--- config.mk ---
export PLATFORM = sky130hd
export DESIGN_NAME = wb_arbiter
export DESIGN_NICKNAME = d
export VERILOG_FILES = /design/src/rtl/wb_arbiter.sv
export SDC_FILE = /design/constraint.sdc
export NUM_CORES = 1
export LEC_CHECK = 0
export CORE_AREA = 5 5 108 110
export CTS_CLUSTER_DIAMETER = 200
export CTS_CLUSTER_SIZE = 24
export DETAILED_ROUTE_END_ITERATION = 10
export DIE_AREA = 0 0 113 115
export PLACE_DENSITY = 0.72
export SLEW_MARGIN = 40
export SYNTH_ARGS = -nofsm -noshare
export SYNTH_HDL_FRONTEND = slang
export SYNTH_SLANG_ARGS = --single-unit
--- constraint.sdc ---
create_clock -name clk -period 1.7 [get_ports clk]
set_clock_uncertainty 0.1 [all_clocks]
set_input_delay 0.51 -clock clk [delete_from_list [all_inputs] [get_ports clk]]
set_output_delay 0.51 -clock clk [all_outputs]
set_load 0.02 [all_outputs]
--- src/rtl/wb_arbiter.sv ---
// Round-robin arbiter sharing one Wishbone slave port between N masters.
// Ownership is held for a whole Wishbone cycle, so bursts are never interleaved.
// A watchdog answers a stalled strobe with a one-cycle error to the owner.
//
//   state   | meaning
//   --------+-------------------------------------------------------------
//   ST_IDLE | no owner; arbitrate among m_cyc_i starting after r_last
//   ST_BUSY | r_grant owns the slave port until its m_cyc_i drops
module wb_arbiter #(
   parameter int N_MASTERS      = 2,
   parameter int TIMEOUT_CYCLES = 255
) (
   input  logic                      clk,
   input  logic                      rst_i,
   input  logic [N_MASTERS-1:0]      m_cyc_i,
   input  logic [N_MASTERS-1:0]      m_stb_i,
   input  logic [N_MASTERS-1:0]      m_we_i,
   input  logic [4*N_MASTERS-1:0]    m_sel_i,
   input  logic [32*N_MASTERS-1:0]   m_adr_i,
   input  logic [32*N_MASTERS-1:0]   m_dat_i,
   output logic [31:0]               m_dat_o,
   output logic [N_MASTERS-1:0]      m_ack_o,
   output logic [N_MASTERS-1:0]      m_err_o,
   output logic                      s_cyc_o,
   output logic                      s_stb_o,
   output logic                      s_we_o,
   output logic [3:0]                s_sel_o,
   output logic [31:0]               s_adr_o,
   output logic [31:0]               s_dat_o,
   input  logic [31:0]               s_dat_i,
   input  logic                      s_ack_i,
   input  logic                      s_err_i,
   output logic [N_MASTERS-1:0]      grant_o
);

   localparam int LW = (N_MASTERS > 1) ? $clog2(N_MASTERS) : 1;
   localparam int CW = (TIMEOUT_CYCLES > 0) ? $clog2(TIMEOUT_CYCLES + 1) : 1;
   localparam logic [LW-1:0] LAST_RST = LW'(N_MASTERS - 1);
   localparam logic [CW-1:0] CNT_MAX  = CW'(TIMEOUT_CYCLES);

   typedef enum logic {ST_IDLE, ST_BUSY} state_t;

   state_t                r_state, w_state_nxt;
   logic [N_MASTERS-1:0]  r_grant, w_grant_nxt;
   logic [LW-1:0]         r_last, w_last_nxt;
   logic [CW-1:0]         r_wdog_cnt, w_wdog_cnt_nxt;

   logic                  w_busy;
   logic                  w_own_cyc;
   logic                  w_own_stb;
   logic                  w_own_we;
   logic [3:0]            w_sel;
   logic [31:0]           w_adr;
   logic [31:0]           w_dat;
   logic                  w_wdog_err;

   logic                  w_req_any;
   logic                  w_hi_found;
   logic [LW-1:0]         w_hi_idx;
   logic [LW-1:0]         w_lo_idx;
   logic [LW-1:0]         w_pick;
   logic [N_MASTERS-1:0]  w_pick_onehot;

   assign w_busy = (r_state == ST_BUSY);

   // Round-robin pick: lowest requester above r_last, else lowest requester overall
   always_comb begin
      w_req_any     = 1'b0;
      w_hi_found    = 1'b0;
      w_hi_idx      = '0;
      w_lo_idx      = '0;
      w_pick_onehot = '0;
      for (int k = N_MASTERS - 1; k >= 0; k--) begin
         if (m_cyc_i[k]) begin
            w_req_any = 1'b1;
            w_lo_idx  = LW'(k);
            if (k > int'(r_last)) begin
               w_hi_found = 1'b1;
               w_hi_idx   = LW'(k);
            end
         end
      end
      w_pick = w_hi_found ? w_hi_idx : w_lo_idx;
      for (int k = 0; k < N_MASTERS; k++) begin
         w_pick_onehot[k] = (LW'(k) == w_pick);
      end
   end

   // One-hot mux of the owner's request onto the slave side
   always_comb begin
      w_sel = '0;
      w_adr = '0;
      w_dat = '0;
      for (int k = 0; k < N_MASTERS; k++) begin
         if (r_grant[k]) begin
            w_sel = w_sel | m_sel_i[4*k +: 4];
            w_adr = w_adr | m_adr_i[32*k +: 32];
            w_dat = w_dat | m_dat_i[32*k +: 32];
         end
      end
   end

   assign w_own_cyc = |(m_cyc_i & r_grant);
   assign w_own_stb = |(m_stb_i & m_cyc_i & r_grant);
   assign w_own_we  = |(m_we_i & r_grant);

   // Slave-side outputs are live only while an owner exists
   always_comb begin
      s_cyc_o = w_busy & w_own_cyc;
      s_stb_o = w_busy & w_own_stb;
      s_we_o  = w_busy & w_own_cyc & w_own_we;
      s_sel_o = w_busy ? w_sel : 4'h0;
      s_adr_o = w_busy ? w_adr : 32'h0;
      s_dat_o = w_busy ? w_dat : 32'h0;
      m_dat_o = w_busy ? s_dat_i : 32'h0;
      m_ack_o = w_busy ? (r_grant & {N_MASTERS{s_ack_i}}) : '0;
      m_err_o = w_busy ? (r_grant & {N_MASTERS{s_err_i | w_wdog_err}}) : '0;
      grant_o = r_grant;
   end

   // Watchdog: count stalled strobe cycles, fire and restart at the limit
   always_comb begin
      w_wdog_err     = 1'b0;
      w_wdog_cnt_nxt = '0;
      if (TIMEOUT_CYCLES > 0) begin
         w_wdog_err = w_busy && (r_wdog_cnt == CNT_MAX);
         if (w_busy && w_own_cyc && s_stb_o && !s_ack_i && !s_err_i && !w_wdog_err) begin
            w_wdog_cnt_nxt = r_wdog_cnt + CW'(1);
         end
      end
   end

   // Next-state: arbitrate in IDLE, hold ownership until the owner drops cyc
   always_comb begin
      w_state_nxt = r_state;
      w_grant_nxt = r_grant;
      w_last_nxt  = r_last;
      case (r_state)
         ST_IDLE: begin
            if (w_req_any) begin
               w_state_nxt = ST_BUSY;
               w_grant_nxt = w_pick_onehot;
               w_last_nxt  = w_pick;
            end
         end
         ST_BUSY: begin
            if (!w_own_cyc) begin
               w_state_nxt = ST_IDLE;
               w_grant_nxt = '0;
            end
         end
         default: begin
            w_state_nxt = ST_IDLE;
            w_grant_nxt = '0;
         end
      endcase
   end

   // State registers with synchronous reset; last=N-1 gives master 0 first win
   always_ff @(posedge clk) begin
      if (rst_i) begin
         r_state    <= ST_IDLE;
         r_grant    <= '0;
         r_last     <= LAST_RST;
         r_wdog_cnt <= '0;
      end else begin
         r_state    <= w_state_nxt;
         r_grant    <= w_grant_nxt;
         r_last     <= w_last_nxt;
         r_wdog_cnt <= w_wdog_cnt_nxt;
      end
   end

endmodule
==> results.cfg, run 1 <==
[clocking]
cts_hold_buffers = 0
worst_setup_hold_path_clk_slew_ns = 0.05
clockBufferDepth = 2
cts_sinks = 12
clockRootBuffer = clkbuf_8
cts_inserted_buffers = 3
h-tree-depth = 1
cts_tree = done
clock_latency_ns = 0.24

[worst_setup_path]
reg2reg_slack_ns = -0.06
worstPathRequired_ns = 1.09
r2r_start = r_state
reg2regPathDepth = 7
reg2reg_to = r_wdog_cnt[5]
endpoint = s_dat_o[25]
cp_max_fo = 9
crit_type = register to output pin
startpoint = r_state
startpoint_type = register
arrival_ns = 1.44
crit_path_end_kind = output pin

[sta]
rsz0062_at_grt = yes
hold_viol = 0
setup_viol = 115
timing.fmax_mhz = 487
setup_ws_ns = -0.351
fin_crit_sh_pct = 121
holdWs_ns = 0.411
drv_slew = 0
worst_pin_slew_ns = 0.256
layout_min_cycle_time_ns = 2.05
slew_headroom_pct = 82.9

[yosys]
synthCells = 192
syn_area_per_cell_um2 = 8.03
synth_top_family_by_area = compound AO/OA/AOI/OAI gates
yosys.area_share.simple_pct = 24.1
synth_seq_cells = 12
synth_xor_area_share_pct = 1.70
synthAdderAreaFrac_pct = 0.812
yosysTopAreaCell = a22o_1
synthMuxAreaShare_pct = 0.731
syn_nets = 371
ys_warn_count = 0
netlist.area_leader.share_pct = 39.2
synth_area_mm2 = 0.00154
ys_seq_area_share_pct = 15.6
synthDistinctLibCells = 32
synth-compound-area-share_pct = 47.5
synth_area_leaders = a22o_1 39%, dfxtp_1 16%, and2_1 15%

[route]
wl_um = 12600
drtAntennaViolNets = 0
vias = 2959
first_pass_iters = 4
post_drt_wl_per_cell_um = 19.2
route.detailed.drc = 0
drt_iter0_markers = 87
viasPerCell = 4.51

[floorplanning]
fp.coreArea_mm2 = 0.0106
die_area_mm2 = 0.0130
num_rows = 38
die_h_um = 115
start_util_pct = 14.5
die_x_um = 113
num_io_pins = 287

[finish]
nets = 696
multiInputGateArea_mm2 = 0.00174
fillers = 927
drive_above_1_share_pct = 52.7
ff_latch_area_um2 = 251
insertedDiodeCount = 0
synthToLayoutAreaGrowth_pct = 288

[global_routing]
grt_pass1_wl_um = 18300
grt_max_degree = 17
antenna_found_initial = 0
overflow = 0
grt_pass1_vias = 3279
grtUsageTotal_pct = 17.5

[pwr]
power_w = 0.00206
peakVddDrop_mv = 0.321
power_density_mw_per_mm2 = 345
p_leak_nw = 2.73

[place]
io_buffers = 286
place.gp.congestion = 0.839
dp_hpwl_um = 9860

[flow_run]
maxCapViolCount = 0

[status]
status = finished with violations
violations = setup timing

[worst_hold_path]
hold_path.startpoint = r_last
hold_path_class = register to register
whs_path_depth = 1
-- stage by stage --
| step | instance area, µm² | std cells | setup TNS [ns] | setup slack [ns] | util (%) |
|---|---|---|---|---|---|
| 6_report | 5980 | 656 | -29.58 | -0.351 | 56.4 |
| 3_5_place_dp | 5210 | 627 | -70.99 | -0.912 | 49.1 |
| 3_3_place_gp | 5210 | 627 | -69.73 | -0.883 | 49.1 |
| 5_1_grt | 5980 | 656 | -35.07 | -0.392 | 56.4 |
| 2_1_floorplan | 2010 | 192 | -4.07 | -0.0984 | - |
| 4_1_cts | 5810 | 651 | -29.21 | -0.363 | 54.8 |
-- flip-flops by register name, indices dropped and copies added, names as in the netlist --
register    cells
r_wdog_cnt      8
grant_o         2
r_last          1
r_state         1
-- kinds of logic after synthesis --
kind of cell | Yosys count
flip-flops | 12
buffers and inverters | 25
adder cells (fa/ha/maj) | 1
AO/OA/AOI/OAI | 86
multiplexers | 1
AND/OR/NAND/NOR | 64
XOR/XNOR | 3
-- Yosys cell counts --
cell / instances
a22o_1: 69
and2_1: 36
buf_2: 12
dfxtp_1: 12
buf_6: 5
nand2_1: 5
nor3_1: 5
clkbuf_1: 4
nand3_1: 4
nand4_1: 4
a211oi_1: 3
a21oi_1: 3
inv_1: 3
nor2_1: 3
o21ai_0: 3
or3_1: 3
and3_1: 2
xor2_1: 2
a211o_1: 1
a211o_2: 1
a211oi_2: 1
a21o_1: 1
a22oi_1: 1
clkbuf_2: 1
ha_1: 1
mux2_2: 1
nor3b_1: 1
o211ai_1: 1
o21ba_2: 1
o21bai_2: 1
or2b_1: 1
xnor2_1: 1
-- repair_timing --
action,4_1_cts,5_1_grt
endpoints found under the setup margin,118,116
cloned,7,3
endpoints found under the hold margin,0,0
resized for setup,747,17
buffers inserted,14,2
pin swaps,64,12
-- worst min-delay path by stage --
stage	endpoint	slack, ns
final	r_last	0.41
after global routing	r_last	0.44
after CTS	r_last	0.40
after detailed placement	r_last	0.39
after global placement	r_last	0.37
after floorplan	r_wdog_cnt[0]	0.33
-- worst max-delay path, stage by stage, from the launching register on --
cell and delay [ns]:
dfxtp_4 0.34, and2_4 0.18, buf_12 0.16, buf_12 0.14, a22o_4 0.25, buf_6 0.13
-- layout make-up --
| type | instances | area share (%) |
|---|---|---|
| well taps | 140 | 2.93 |
| clock buffers | 4 | 0.921 |
| flip-flops and latches | 12 | 4.21 |
| inverters | 3 | 0.188 |
| multi-input cells | 155 | 29.1 |
| repair buffers | 342 | 62.6 |
-- where the power goes --
group          switching, W  leakage, nW  internal, W  total [W]
logic              0.000547         2.60     0.000905    0.00145
registers        0.00000616        0.100     0.000290   0.000297
clock network      0.000110       0.0288     0.000205   0.000315
-- cells in the final DEF, fill, tap and decap left out, types with 2 or more instances in the layout --
cell,count
clkdlybuf4s50_1,129
buf_6,118
dlygate4sd2_1,47
a22o_4,44
and2_4,35
a22o_1,25
buf_4,22
buf_12,11
buf_16,7
dfxtp_1,7
nand4_1,4
nand2_1,4
nand3_1,4
nor3_2,4
a211oi_2,4
clkbuf_8,4
a21oi_1,3
o21ai_0,3
or3_1,3
clkbuf_16,3
dfxtp_2,3
clkdlybuf4s15_1,3
and3_4,2
xor2_1,2
inv_1,2
nor2_1,2
dfxtp_4,2
buf_8,2
-- routing by layer --
layer / global-route usage, % / wire, µm / up-vias
met5: 0 / 0 / -
met4: 2.40 / 129 / 0
met3: 4.63 / 1110 / 11
met2: 33.6 / 6760 / 162
met1: 19.8 / 4560 / 1384
li1: - / - / 1402
(Power assumes the default switching activity.)
==> run 2, diff against run 1 <==
Settings changed: GPL_TIMING_DRIVEN set to 0.
==> results.cfg, run 2 (synthesized netlist as in run 1, its figures left out) <==
[status]
status = finished with violations
violations = setup timing

[place]
place.gp.congestion = 0.846
dp_hpwl_um = 9660
io_buffers = 285
post_dp_cell_area_mm2 = 0.00503

[worst_setup_path]
reg2regPathDepth = 7
reg2reg_to = r_wdog_cnt[5]
crit_type = register to output pin
cp_max_fo = 6
crit_path_end_kind = output pin
startpoint_type = register
arrival_ns = 1.49
r2r_start = r_state
reg2reg_slack_ns = -0.01
worstPathRequired_ns = 1.09

[route]
drtAntennaViolNets = 0
vias = 3000
wl_um = 12800
route.detailed.drc = 0
viasPerCell = 4.54
drt_iter0_markers = 94
post_drt_wl_per_cell_um = 19.3
first_pass_iters = 4

[global_routing]
grt_use_met3_pct = 4.95
grt_pass1_vias = 3259
grtUsageMet1_pct = 18.2
overflow = 0
busiest_layer = met2
grt_pass1_wl_um = 17600
antenna_found_initial = 0
grt_max_degree = 11
met2_usage_pct = 33.5
grtUsageTotal_pct = 17.0

[pwr]
power_density_mw_per_mm2 = 341
power_w = 0.00206
peakVddDrop_mv = 0.225
p_leak_nw = 2.71

[floorplanning]
die_h_um = 115
start_util_pct = 14.5
die_area_mm2 = 0.0130
fp.coreArea_mm2 = 0.0106
num_io_pins = 287
die_x_um = 113
num_rows = 38

[clocking]
cts_sinks = 12
worst_setup_hold_path_clk_slew_ns = 0.05
clockBufferDepth = 2
cts_tree = done
cts_hold_buffers = 0
h-tree-depth = 1
cts_inserted_buffers = 3
clockRootBuffer = clkbuf_8
clock_latency_ns = 0.24

[sta]
fin_crit_sh_pct = 124
tns_ns = -31.14
hold_viol = 0
setup_viol = 108
layout_min_cycle_time_ns = 2.10
drv_slew = 0
slew_headroom_pct = 83.6
setup_ws_ns = -0.400
worst_pin_slew_ns = 0.246
timing.fmax_mhz = 476
rsz0062_at_grt = yes

[finish]
mostFrequentLayoutCells = 162 x clkdlybuf4s50_1, 108 x buf_6, 46 x a22o_4
mostFrequentLayoutCell = clkdlybuf4s50_1
largest_reg_flops = 8
final_area_mm2 = 0.00605
nets = 701
ff_latch_area_um2 = 254
fillers = 877
drive_above_1_share_pct = 53.9
synthToLayoutAreaGrowth_pct = 292
largest-register = r_wdog_cnt
insertedDiodeCount = 0
multiInputGateArea_mm2 = 0.00176

[worst_hold_path]
hold_path.startpoint = r_wdog_cnt[0]
whs_path_depth = 1
hold_path_class = register to register
holdPathEnd = r_wdog_cnt[0]

[flow_run]
maxCapViolCount = 0
run 2: changes by cell type in the layout (fill, tap and decap cells not counted), sizes merged:
cell,change
and2,+2
buf,-1
clkdlybuf4s50,+33
clkbuf,+8
dlygate4sd2,-34
clkdlybuf4s15,-3
run 2: worst max-delay path by stage:
stage,startpoint,endpoint,slack (ns),depth (start not counted)
6_report,r_state,s_dat_o[27],-0.40,5
5_1_grt,r_state,s_dat_o[27],-0.45,5
4_1_cts,r_state,s_dat_o[27],-0.48,7
3_5_place_dp,m_cyc_i[0],s_we_o,-1.07,5
3_3_place_gp,m_cyc_i[0],s_we_o,-1.04,5
2_1_floorplan,r_state,s_dat_o[22],-0.1,6
run 2: through the flow:
stage / instances / setup WS [ns] / hold slack, ns / util (%)
6_report: 661 / -0.400 / 0.359 / 57.0
5_1_grt: 661 / -0.448 / 0.372 / 57.0
4_1_cts: 643 / -0.480 / 0.360 / 52.4
3_5_place_dp: 617 / -1.07 / 0.355 / 47.5
3_3_place_gp: 617 / -1.04 / 0.338 / 47.5
2_1_floorplan: 192 / -0.0984 / 0.330 / -
run 2: worst max-delay path, stage by stage, from the launching register on:
cell	delay, ns
dfxtp_4	0.37
and2_4	0.22
buf_16	0.14
buf_8	0.12
a22o_4	0.26
buf_6	0.13
run 2: layout make-up:
cell class              instances  share of cell area, %
plain buffers                  18                   4.47
clock buffers                   4                  0.745
inverters                       3                  0.186
multi-input cells             157                   29.0
flip-flops and latches         12                   4.20
well taps                     140                   2.90
repair buffers                327                   58.5
run 2: where the power goes:
group | switching, W | internal [W]
combinational | 0.000546 | 0.000942
clock | 0.000107 | 0.000165
sequential | 0.0000126 | 0.000291
total | 0.000666 | 0.00140
run 2: repair_timing:
item | 4_1_cts | 5_1_grt
gates resized for setup | 706 | 84
setup buffers | 16 | 13
endpoints found under the setup margin | 117 | 115
gates cloned | 7 | 8
pin swaps | 20 | 42
run 2: routing by layer:
layer  vias to the layer above  wire length, µm
met5                         -                0
met1                      1415             4540
li1                       1407                -
met2                       167             6960
met4                         0              121
met3                        11             1160
==> run 3, diff against run 2 <==
Settings changed: CAP_MARGIN set to 10, CTS_BUF_LIST set to sky130_fd_sc_hd__clkbuf_4 sky130_fd_sc_hd__clkbuf_8 sky130_fd_sc_hd__clkbuf_16.
==> results.cfg, run 3 (synthesized netlist as in run 1, its figures left out) <==
[pwr]
pwr-share-clk_pct = 14.0
p_comb_share_pct = 71.3
seq_power_share_pct = 14.7
power.share.switching_pct = 32.0
power_w = 0.00206
peakVddDrop_mv = 0.224
power_density_mw_per_mm2 = 343
switchingPower_w = 0.000660
p_leak_nw = 2.69
p_int_w = 0.00140

[sta]
fin_crit_sh_pct = 124
slew_headroom_pct = 84.1
holdWs_ns = 0.360
rsz0062_at_grt = yes
timing.fmax_mhz = 476
drv_slew = 0
layout_min_cycle_time_ns = 2.10
setup_viol = 108
setup_ws_ns = -0.403
hold_viol = 0
worst_pin_slew_ns = 0.238

[global_routing]
grt_max_degree = 11
grtUsageTotal_pct = 16.9
overflow = 0
grt_pass1_wl_um = 17600
antenna_found_initial = 0
grt_pass1_vias = 3243

[worst_setup_path]
reg2regPathDepth = 7
slowest_stage = dfxtp_4
r2r_start = r_state
startpoint_type = register
worstPathRequired_ns = 1.09
crit_path_end_kind = output pin
cp_max_fo = 6
reg2reg_slack_ns = -0.01
reg2reg_to = r_wdog_cnt[5]
critical_path.max_stage_delay_ns = 0.37
worst_path_dominant_cell_family = buffers and inverters
arrival_ns = 1.49
crit_type = register to output pin
crit_chain = and2_4 -> buf_16 -> buf_8 -> a22o_4 -> buf_6
cp_num_buf_inv = 3

[status]
status = finished with violations
violations = setup timing

[clocking]
cts_sinks = 12
clockRootBuffer = clkbuf_8
clock_latency_ns = 0.24
cts_hold_buffers = 0
worst_setup_hold_path_clk_slew_ns = 0.05
h-tree-depth = 1
clockBufferDepth = 2
cts_inserted_buffers = 3
cts_tree = done

[finish]
largest_reg_flops = 8
insertedDiodeCount = 0
nets = 698
mostFrequentLayoutCell = clkdlybuf4s50_1
largest-register = r_wdog_cnt
finalNonFillerCells = 658
fillers = 874
drive_above_1_share_pct = 53.7
fin_util_pct = 56.8
mostFrequentLayoutCells = 162 x clkdlybuf4s50_1, 107 x buf_6, 45 x a22o_4
final_area_mm2 = 0.00602
synthToLayoutAreaGrowth_pct = 290

[floorplanning]
fp.coreArea_mm2 = 0.0106
num_rows = 38
start_util_pct = 14.5
die_area_mm2 = 0.0130
die_h_um = 115
die_x_um = 113
num_io_pins = 287

[place]
post_dp_cell_area_mm2 = 0.00503
place.gp.congestion = 0.846
dp_hpwl_um = 9660
io_buffers = 285
place_inst = 617

[route]
first_pass_iters = 4
viasPerCell = 4.53
drt_iter0_markers = 103
route.detailed.drc = 0
wl_um = 12700
vias = 2983
post_drt_wl_per_cell_um = 19.3
drtAntennaViolNets = 0

[worst_hold_path]
holdPathEnd = r_wdog_cnt[0]
whs_path_depth = 1
hold_path_class = register to register
hold_path.startpoint = r_wdog_cnt[0]

[flow_run]
maxCapViolCount = 0
run 3: cell count changes in the layout (fill, tap and decap cells not counted):
cell	delta
clkbuf_4	+1
clkbuf_1	-1
a22o_1	+1
a22o_4	-1
buf_6	-1
buf_4	-2
run 3: worst max-delay path by stage:
| stage | startpoint | end | cells after the start |
|---|---|---|---|
| 2_1_floorplan | r_state | s_dat_o[22] | 6 |
| 3_3_place_gp | m_cyc_i[0] | s_we_o | 5 |
| 3_5_place_dp | m_cyc_i[0] | s_we_o | 5 |
| 4_1_cts | r_state | s_dat_o[27] | 7 |
| 5_1_grt | r_state | s_dat_o[27] | 5 |
| 6_report | r_state | s_dat_o[27] | 5 |
run 3: repair_timing:
| item | 4_1_cts | 5_1_grt |
|---|---|---|
| endpoints found under the hold margin | 0 | 0 |
| pin swaps | 20 | 42 |
| buffers inserted | 16 | 10 |
| endpoints found under the setup margin | 117 | 115 |
| cloned | 7 | 8 |
| gates resized for setup | 706 | 82 |
run 3: area by class of cell:
type | count | area [µm²] | share of cell area [%]
flip-flops and latches | 12 | 254 | 4.22
multi-input cells | 157 | 1750 | 29.0
plain buffers | 18 | 270 | 4.49
inverters | 3 | 11.3 | 0.187
clock buffers | 4 | 48.8 | 0.811
well taps | 140 | 175 | 2.91
repair buffers | 324 | 3510 | 58.3
run 3: routing by layer:
metal  global-route usage (%)  wire, µm  up-vias
li1                         -         -     1403
met1                     18.0      4510     1402
met4                     2.64       131        0
met5                        0         0        -
met2                     33.4      6920      167
met3                     4.95      1170       11
run 3: power groups by stage:
stage / sequential, W / combinational [W] / clock [W]
after floorplan: 0.000310 / 0.000443 / 0
after global placement: 0.000308 / 0.00117 / 0
after detailed placement: 0.000308 / 0.00118 / 0
after CTS: 0.000304 / 0.00136 / 0.000294
after global routing: 0.000305 / 0.00154 / 0.000303
final: 0.000303 / 0.00147 / 0.000289
run 3: per-stage QoR:
| stage | worst slack [ns] | setup TNS (ns) |
|---|---|---|
| final | -0.403 | -31.59 |
| after global routing | -0.447 | -35.36 |
| after CTS | -0.481 | -37.74 |
| after detailed placement | -1.07 | -82.71 |
| after global placement | -1.04 | -81.32 |
| after floorplan | -0.0984 | -4.07 |
